<file path="config.mk">
export PLATFORM = sky130hd
export DESIGN_NAME = frame_reader_stream_flat
export DESIGN_NICKNAME = d
export VERILOG_FILES = /design/src/rtl/frame_reader_stream_if.sv /design/src/rtl/frame_reader_stream.sv /design/src/flat_wrapper.sv
export SDC_FILE = /design/constraint.sdc
export NUM_CORES = 1
export LEC_CHECK = 0
export CAP_MARGIN = 20
export CORE_MARGIN = 3
export CORE_UTILIZATION = 50
export CTS_CLUSTER_DIAMETER = 200
export CTS_CLUSTER_SIZE = 12
export DETAILED_ROUTE_END_ITERATION = 12
export DONT_BUFFER_PORTS = 1
export SLEW_MARGIN = 20
export SYNTH_ARGS = -nofsm -noshare
export SYNTH_HDL_FRONTEND = slang
export SYNTH_SLANG_ARGS = --single-unit
</file>
<file path="constraint.sdc">
create_clock -name clk -period 4.2 [get_ports clk]
set_input_delay 0.42 -clock clk [delete_from_list [all_inputs] [get_ports clk]]
set_output_delay 0.42 -clock clk [all_outputs]
set_load 0.1 [all_outputs]
</file>
<file path="src/rtl/frame_reader_stream_if.sv">
// Pixel stream bus carrying frame-buffer pixels with start/end-of-frame markers
// from the frame reader towards the filter stage and video sink.
interface frame_reader_stream_if;
  logic [11:0] out_pixel;
  logic        out_valid;
  logic        out_ready;
  logic        out_sop;
  logic        out_eop;

  modport master (
    output out_pixel,
    output out_valid,
    output out_sop,
    output out_eop,
    input  out_ready
  );

  modport slave (
    input  out_pixel,
    input  out_valid,
    input  out_sop,
    input  out_eop,
    output out_ready
  );
endinterface

</file>
<file path="src/rtl/frame_reader_stream.sv">
// Raster-order frame-buffer reader: issues one read per free FIFO slot and
// presents the returned RGB444 pixels as a ready/valid stream with SOP/EOP.
module frame_reader_stream #(
  parameter int WIDTH  = 320,
  parameter int HEIGHT = 240,
  parameter int ADDR_W = 17
) (
  input  logic                  clk,
  input  logic                  reset,
  input  logic                  enable,
  output logic [ADDR_W-1:0]     rdaddress,
  output logic                  rden,
  input  logic [11:0]           rddata,
  output logic                  frame_done,
  frame_reader_stream_if.master strm
);
  localparam logic [ADDR_W-1:0] LAST_ADDR = ADDR_W'(WIDTH * HEIGHT - 1);

  typedef enum logic [1:0] {
    ST_IDLE  = 2'd0,
    ST_RUN   = 2'd1,
    ST_DRAIN = 2'd2
  } state_t;

  state_t            state_r;
  state_t            state_next_s;
  logic [ADDR_W-1:0] addr_r;
  logic              rden_r;
  logic              rden_next_s;
  logic              inflight_r;
  logic              inflight_sop_r;
  logic              inflight_eop_r;
  logic [13:0]       fifo_mem_r [3];
  logic [1:0]        wr_ptr_r;
  logic [1:0]        rd_ptr_r;
  logic [1:0]        count_r;
  logic [1:0]        count_next_s;
  logic              frame_done_r;
  logic [13:0]       head_s;
  logic              valid_s;
  logic              push_s;
  logic              pop_s;
  logic              last_pop_s;
  logic              load_addr_s;

  function automatic logic [1:0] ptr_inc(input logic [1:0] ptr);
    return (ptr == 2'd2) ? 2'd0 : ptr + 2'd1;
  endfunction

  assign head_s     = fifo_mem_r[rd_ptr_r];
  assign valid_s    = (count_r != 2'd0);
  assign push_s     = inflight_r;
  assign pop_s      = valid_s && strm.out_ready;
  assign last_pop_s = pop_s && head_s[12];

  // FIFO occupancy after this edge's push/pop
  always_comb begin
    count_next_s = count_r;
    case ({push_s, pop_s})
      2'b10:   count_next_s = count_r + 2'd1;
      2'b01:   count_next_s = count_r - 2'd1;
      default: count_next_s = count_r;
    endcase
  end

  // State register
  always_ff @(posedge clk) begin
    if (reset) begin
      state_r <= ST_IDLE;
    end else begin
      state_r <= state_next_s;
    end
  end

  // Next-state logic
  always_comb begin
    state_next_s = state_r;
    case (state_r)
      ST_IDLE: begin
        if (enable) state_next_s = ST_RUN;
        else        state_next_s = ST_IDLE;
      end
      ST_RUN: begin
        if (rden_r && (addr_r == LAST_ADDR)) state_next_s = ST_DRAIN;
        else                                 state_next_s = ST_RUN;
      end
      ST_DRAIN: begin
        if (last_pop_s) state_next_s = enable ? ST_RUN : ST_IDLE;
        else            state_next_s = ST_DRAIN;
      end
      default: state_next_s = ST_IDLE;
    endcase
  end

  // Output decode: the read strobe is registered, so decide it from next-cycle occupancy
  always_comb begin
    load_addr_s = 1'b0;
    rden_next_s = 1'b0;
    if ((state_next_s == ST_RUN) && (state_r != ST_RUN)) begin
      load_addr_s = 1'b1;
    end else begin
      load_addr_s = 1'b0;
    end
    if (state_next_s == ST_RUN) begin
      rden_next_s = (({1'b0, count_next_s} + {2'b00, rden_r}) < 3'd3);
    end else begin
      rden_next_s = 1'b0;
    end
  end

  // Read issue: address counter, strobe and tags for the read in flight
  always_ff @(posedge clk) begin
    if (reset) begin
      addr_r         <= {ADDR_W{1'b0}};
      rden_r         <= 1'b0;
      inflight_r     <= 1'b0;
      inflight_sop_r <= 1'b0;
      inflight_eop_r <= 1'b0;
    end else begin
      rden_r         <= rden_next_s;
      inflight_r     <= rden_r;
      inflight_sop_r <= rden_r && (addr_r == {ADDR_W{1'b0}});
      inflight_eop_r <= rden_r && (addr_r == LAST_ADDR);
      if (load_addr_s) begin
        addr_r <= {ADDR_W{1'b0}};
      end else if (rden_r && (addr_r != LAST_ADDR)) begin
        addr_r <= addr_r + ADDR_W'(1);
      end
    end
  end

  // Three-entry skid FIFO and end-of-frame pulse
  always_ff @(posedge clk) begin
    if (reset) begin
      for (int i = 0; i < 3; i++) fifo_mem_r[i] <= 14'd0;
      wr_ptr_r     <= 2'd0;
      rd_ptr_r     <= 2'd0;
      count_r      <= 2'd0;
      frame_done_r <= 1'b0;
    end else begin
      if (push_s) begin
        fifo_mem_r[wr_ptr_r] <= {inflight_sop_r, inflight_eop_r, rddata};
        wr_ptr_r             <= ptr_inc(wr_ptr_r);
      end
      if (pop_s) begin
        rd_ptr_r <= ptr_inc(rd_ptr_r);
      end
      count_r      <= count_next_s;
      frame_done_r <= last_pop_s;
    end
  end

  // Stream outputs show the FIFO head; markers and pixel read zero while empty
  always_comb begin
    strm.out_valid = valid_s;
    if (valid_s) begin
      strm.out_pixel = head_s[11:0];
      strm.out_sop   = head_s[13];
      strm.out_eop   = head_s[12];
    end else begin
      strm.out_pixel = 12'd0;
      strm.out_sop   = 1'b0;
      strm.out_eop   = 1'b0;
    end
  end

  assign rdaddress  = addr_r;
  assign rden       = rden_r;
  assign frame_done = frame_done_r;
endmodule

</file>
<file path="src/flat_wrapper.sv">
// flat-port wrapper written by rule: the top's interface ports become plain ports
module frame_reader_stream_flat 
#(
  parameter int WIDTH  = 320,
  parameter int HEIGHT = 240,
  parameter int ADDR_W = 17
)
  (clk, reset, enable, rdaddress, rden, rddata, frame_done, strm_out_pixel, strm_out_valid, strm_out_sop, strm_out_eop, strm_out_ready);
  frame_reader_stream_if strm_i ();
  input  logic clk;
  input  logic reset;
  input  logic enable;
  output logic [ADDR_W-1:0] rdaddress;
  output logic rden;
  input  logic [11:0] rddata;
  output logic frame_done;
  output wire logic [$bits(strm_i.out_pixel)-1:0] strm_out_pixel;
  output wire logic [$bits(strm_i.out_valid)-1:0] strm_out_valid;
  output wire logic [$bits(strm_i.out_sop)-1:0] strm_out_sop;
  output wire logic [$bits(strm_i.out_eop)-1:0] strm_out_eop;
  input wire logic [$bits(strm_i.out_ready)-1:0] strm_out_ready;
  assign strm_out_pixel = strm_i.out_pixel;
  assign strm_out_valid = strm_i.out_valid;
  assign strm_out_sop = strm_i.out_sop;
  assign strm_out_eop = strm_i.out_eop;
  assign strm_i.out_ready = strm_out_ready;
  frame_reader_stream #(.WIDTH(WIDTH), .HEIGHT(HEIGHT), .ADDR_W(ADDR_W)) u_core (.clk(clk), .reset(reset), .enable(enable), .rdaddress(rdaddress), .rden(rden), .rddata(rddata), .frame_done(frame_done), .strm(strm_i));
endmodule
</file>
======== Word level (Yosys, flattened, before mapping) ========
Memories as Yosys holds them, arrays and structs flattened. A register that Yosys moved wholly into a read port is not among the register bits.
Cells that the tools add are included.
word-level totals
  bits in writable memories ............... 42
  flip-flop bits (word level) ............. 30
  memories kept ........................... 1
  output and inout bits ................... 34
memory list
  memory             words  width  rd ports  clocked after memory_dff  write ports  line                       source
  u_core.fifo_mem_r  3      14     1         1                         3            frame_reader_stream.sv:33  logic [13:0] fifo_mem_r [3];
operators by class
  eq/ne operators ......................... 10
  add/sub/neg operators ................... 6
  reductions and logical operators ........ 12
  bitwise logic cells ..................... 1
  mux-type cells .......................... 21
  order comparisons ....................... 1
operators with widths
  operator                                                    number
  adder 17 x 1 -> 17 bit, second input constant               1
  == test 17 bit, second input constant                       1
  zero test 17 bit                                            1
  inequality test 17 bit, second input constant               1
  two-way mux 14 bit                                          1
  two-way mux 2 bit                                           7
  OR reduction 14 bit                                         1
  two-way mux 12 bit                                          1
  two-way mux 1 bit                                           10
  == test 2 bit, second input constant                        4
  adder 2 x 1 -> 2 bit, second input constant                 3
  == test 2 x 1 -> 1 bit, second input constant               3
  logical AND 1 bit                                           6
  case mux 2 bit (3 select lines)                             1
  case mux 2 bit (2 select lines)                             1
  OR reduction 2 bit                                          2
  adder 2 x 1 -> 3 bit                                        1
  less-than comparator 3 x 2 -> 1 bit, second input constant  1
  zero test 2 bit                                             1
  inequality test 2 x 1 -> 1 bit, second input constant       1
  nonzero test 2 bit                                          1
  subtractor 2 x 1 -> 2 bit, second input constant            1
  NOT 1 bit                                                   1

======== Logic depth before layout (Yosys ltp) ========
  depth in word-level cells ............... 9
  depth in mapped cells ................... 9

======== Worst setup path before layout ========
Ideal clock, no wire load.
  path kind ............................... flip-flop to output port
  from .................................... register with a tool-made name
  to ...................................... output port strm_out_pixel[10]
  stages on the path, launching flop included .. 4
  setup slack ............................. 1.457 ns
  arrival time ............................ 2.323 ns
  cells stage by stage .................... dfxtp_1 > clkbuf_1 > mux4_2 > nor2b_1
RTL lines
  element           line                source
  end: declaration  flat_wrapper.sv:17  output wire logic [$bits(strm_i.out_pixel)-1:0] strm_out_pixel;

==> results.md <==
* Crit Reg-Reg Endpoint: u_core.rdaddress[16]
* Vias per inst at around 5.7
* Worst path top cell family by delay: simple AND/OR/NAND/NOR gates
* Worst path max stage delay at ~870 ps
* Area Growth Syn to Fin at 8.73%
* Simple-Gate Fraction of Synth Area at between 20% and 30%
* Post-synthesis mux area share at around 8.0%
* Clock network power share at about a quarter
* First DRT Iteration DRCs at 129
* Synth Area in Compound Gates at 6.17%
* WHS Path Cells at 1
* Drt pass-1 iters at 5
* Core Area at 0.00777 mm2
* Setup repair bufs after CTS at 0
* Setup ws final at between 1000 and 1500 ps
* I/O Buffers at 0
* Comb pwr share at a little under a third
* Hold-fix buffers, CTS at 0
* Largest family of logic cells by synthesized area: simple AND/OR/NAND/NOR gates
* Synthesized area at around 0.0040 mm2
* Bufs on Longest Clock Path at 2
* Cells after Synth at approximately 320
* Hold path endpoint: u_core.wr_ptr_r[0]
* Vias in the first global route at 2500
* Netlist cell types at between 40 and 50
* DP Area at approximately 0.0042 mm2
* Cts repair resizes at 0
* Flops & latches, synth at approximately 90
* Syn_nets at 338
* VDD IR max at between 0.2 and 0.3 mV
* Worst reg-to-reg setup slack at between 1000 and 1500 ps
* Synth top area cells: edfxtp_1, dfxtp_1, and2_1
* Worst setup SP type: flip-flop
* Seq/Total Area, Yosys at 57.9%
* Antenna viol nets, final at 0
* Total gr overflow at 0
* Ys Warns at 0
* Num rows at 32
* Clock Skew at 12.7 ps
* Tcrit/Tclk final at 67.0%
* Share of the synthesized area in the top cell type at a little over two fifths
* CTS buffer count at 9
* Crit path DAT at ~2400 ps
* Cell chain of the critical path: mux4_2 > nor2b_2
* Chip height at between 90 and 100 um
* Setup Viol. Count Final at 0
* Starting density of the core at between 50% and 60%
* Place WS at ~1500 ps
* CTS tree: done
* Hold Vio Cnt, Final at 0
* Endpoint class of the critical path: output port
* Max Fclk at between 300 and 400 MHz
* First-pass GRT wire length at approximately 13 mm
* Post-Synth XOR/XNOR Area at about 1.3%
* PD cells at approximately 500 mW/mm2
* Hold Crit Start: reset
* Status: finished, final reports clean
* Pins Over Slew Limit at 0
* Hold Path Class: primary input to flip-flop
* Worst-Skew Late Latency at around 360 ps
* Crit path max fanout at 14
* Final #Nets at 347
* Final core occ at about 56%
* Clock slew at reported path FFs at about 80 ps
* Switching Share at between 30% and 40%
* DR WL/cell at between 15 and 20 um
* Root buf cell: clkbuf_8
* Post-Synth Adder-Cell Area at roughly 1.6%
* All-Layer GR Usage at a little under a fifth
* Remaining DRCs at 0
* # H-tree levels at 3
* Mean Syn Cell Area at 12.7 um2
* Setup TNS Final at 0 ps
* Antenna cells at 0
* Psw at between 0.8 and 0.9 mW
* I/O pin count at 50
* Tot Pwr at between 2 and 2.5 mW
* Critical R2R Launch: u_core.rdaddress[7]
* RSZ-0062 raised after global routing: no
* Largest net degree at the start of global routing at 18
* Dpl hpwl at ~5.2 mm
* Leak at around 1.5 nW
* Main synth FF type: edfxtp_1
* CTS sink cnt at between 80 and 90
* Reg power frac at a little under half
* Initial antenna violation count at 0
* Reg2reg path depth at 4
* Int Power at ~1.3 mW
* GPL Wtd Cong at 0.815
* Worst Path Buf+Inv at 0
* Cell taking the most area after synthesis: edfxtp_1
* Max-cap violations at 0
* Asr flop ratio synth at 0%
* Critical-path top delay cell: nor2b_2
* Fin area at roughly 0.0044 mm2
* Worst setup path class: flip-flop to output port
* Die Wd at approximately 96 um
* Overall routed net length at ~7.9 mm
* Share of cells above drive strength 1 at 22.7%
* Total vias in the final route at ~2500
* Max transition margin at between 20% and 30%
* DIE AREA at just over 0.009 mm2
* Number of flops mapped to enable cells by yosys at 56
* Final Critical Period at about 2800 ps
* Worst slew pin tran at roughly 1200 ps
* WP data required at between 3000 and 4000 ps
-- logic make-up (layout without fill, tap and decap cells) --
kind of cell,after synthesis,after routing
adder cells (fa/ha/maj),5,5
AO/OA/AOI/OAI,37,37
flip-flops,88,88
buffers and inverters,25,39
XOR/XNOR,6,6
AND/OR/NAND/NOR,142,142
multiplexers,14,14
-- per-layer routing --
layer  vias up  part of all wire, %  global-route usage, %
met4         0                  1.2                   7.94
met3        10                  5.7                   4.89
met2        46                   51                   31.3
li1       1191                    -                      -
met5         -                    0                      0
met1      1238                   42                   22.3
-- flip-flops by register name, summed over array words and instances (netlist names), named ones only --
register and cells:
u_core.wr_ptr_r 2, u_core.state_r 2, u_core.count_r 2, u_core.fifo_mem_r 56
u_core.inflight_eop_r 1, u_core.inflight_r 1, u_core.rden 1, u_core.inflight_sop_r 1
u_core.rd_ptr_r 2, u_core.rdaddress 17, u_core.frame_done 1
-- placed cells by master, fill, tap and decap left out, types with 9 or more instances in the layout --
master,n
nor2_1,11
nor2b_2,14
mux4_2,12
dfxtp_1,29
o21ai_0,9
nand4_1,12
buf_4,11
nand2_1,11
a21oi_1,10
edfxtp_1,56
clkbuf_8,9
and2_1,46
inv_1,12
-- synth_stat cells (6+ instances only) --
cell type	instances
mux4_2	12
a21oi_1	10
nor2b_1	14
o21ai_0	9
dfxtp_1	32
and2_1	46
nand4_1	12
or3_1	7
nor4_1	6
a21oi_2	7
clkbuf_1	7
nand2_1	11
edfxtp_1	56
nor2_1	12
inv_1	12
-- area by class of cell --
| class | count | area (um2) |
|---|---|---|
| multi-input combinational | 204 | 1610 |
| clock inverter | 7 | 46.3 |
| sequential | 88 | 2330 |
| tap | 102 | 128 |
| inverter | 12 | 45.0 |
| clock buffer | 9 | 124 |
| timing repair buffer | 11 | 82.6 |
| fill | 670 | 3400 |
-- metrics by stage --
stage	hold WS [ps]	std cells
6_report	134	433
2_1_floorplan	427	317
5_1_grt	118	433
3_3_place_gp	446	417
3_5_place_dp	452	417
4_1_cts	115	433
-- worst max path at each step --
stage | slack (ps) | startpoint | to | cells past startpoint
2_1_floorplan | 1460 | flip-flop | strm_out_pixel[10] | 3
3_3_place_gp | 1570 | u_core.rdaddress[7] | u_core.rdaddress[16] | 4
3_5_place_dp | 1460 | u_core.rdaddress[7] | u_core.rdaddress[16] | 4
4_1_cts | 1320 | flip-flop | strm_out_eop | 2
5_1_grt | 1230 | flip-flop | strm_out_eop | 2
6_report | 1390 | flip-flop | strm_out_eop | 2
-- power groups by stage --
stage	clock network (mW)	logic [mW]	registers [mW]
5_1_grt	0.565	0.703	1.00
2_1_floorplan	0	0.551	1.05
3_3_place_gp	0	0.668	1.02
6_report	0.518	0.665	0.998
3_5_place_dp	0	0.673	1.02
4_1_cts	0.533	0.675	0.999
No activity file was read; power rests on OpenSTA's default activity.
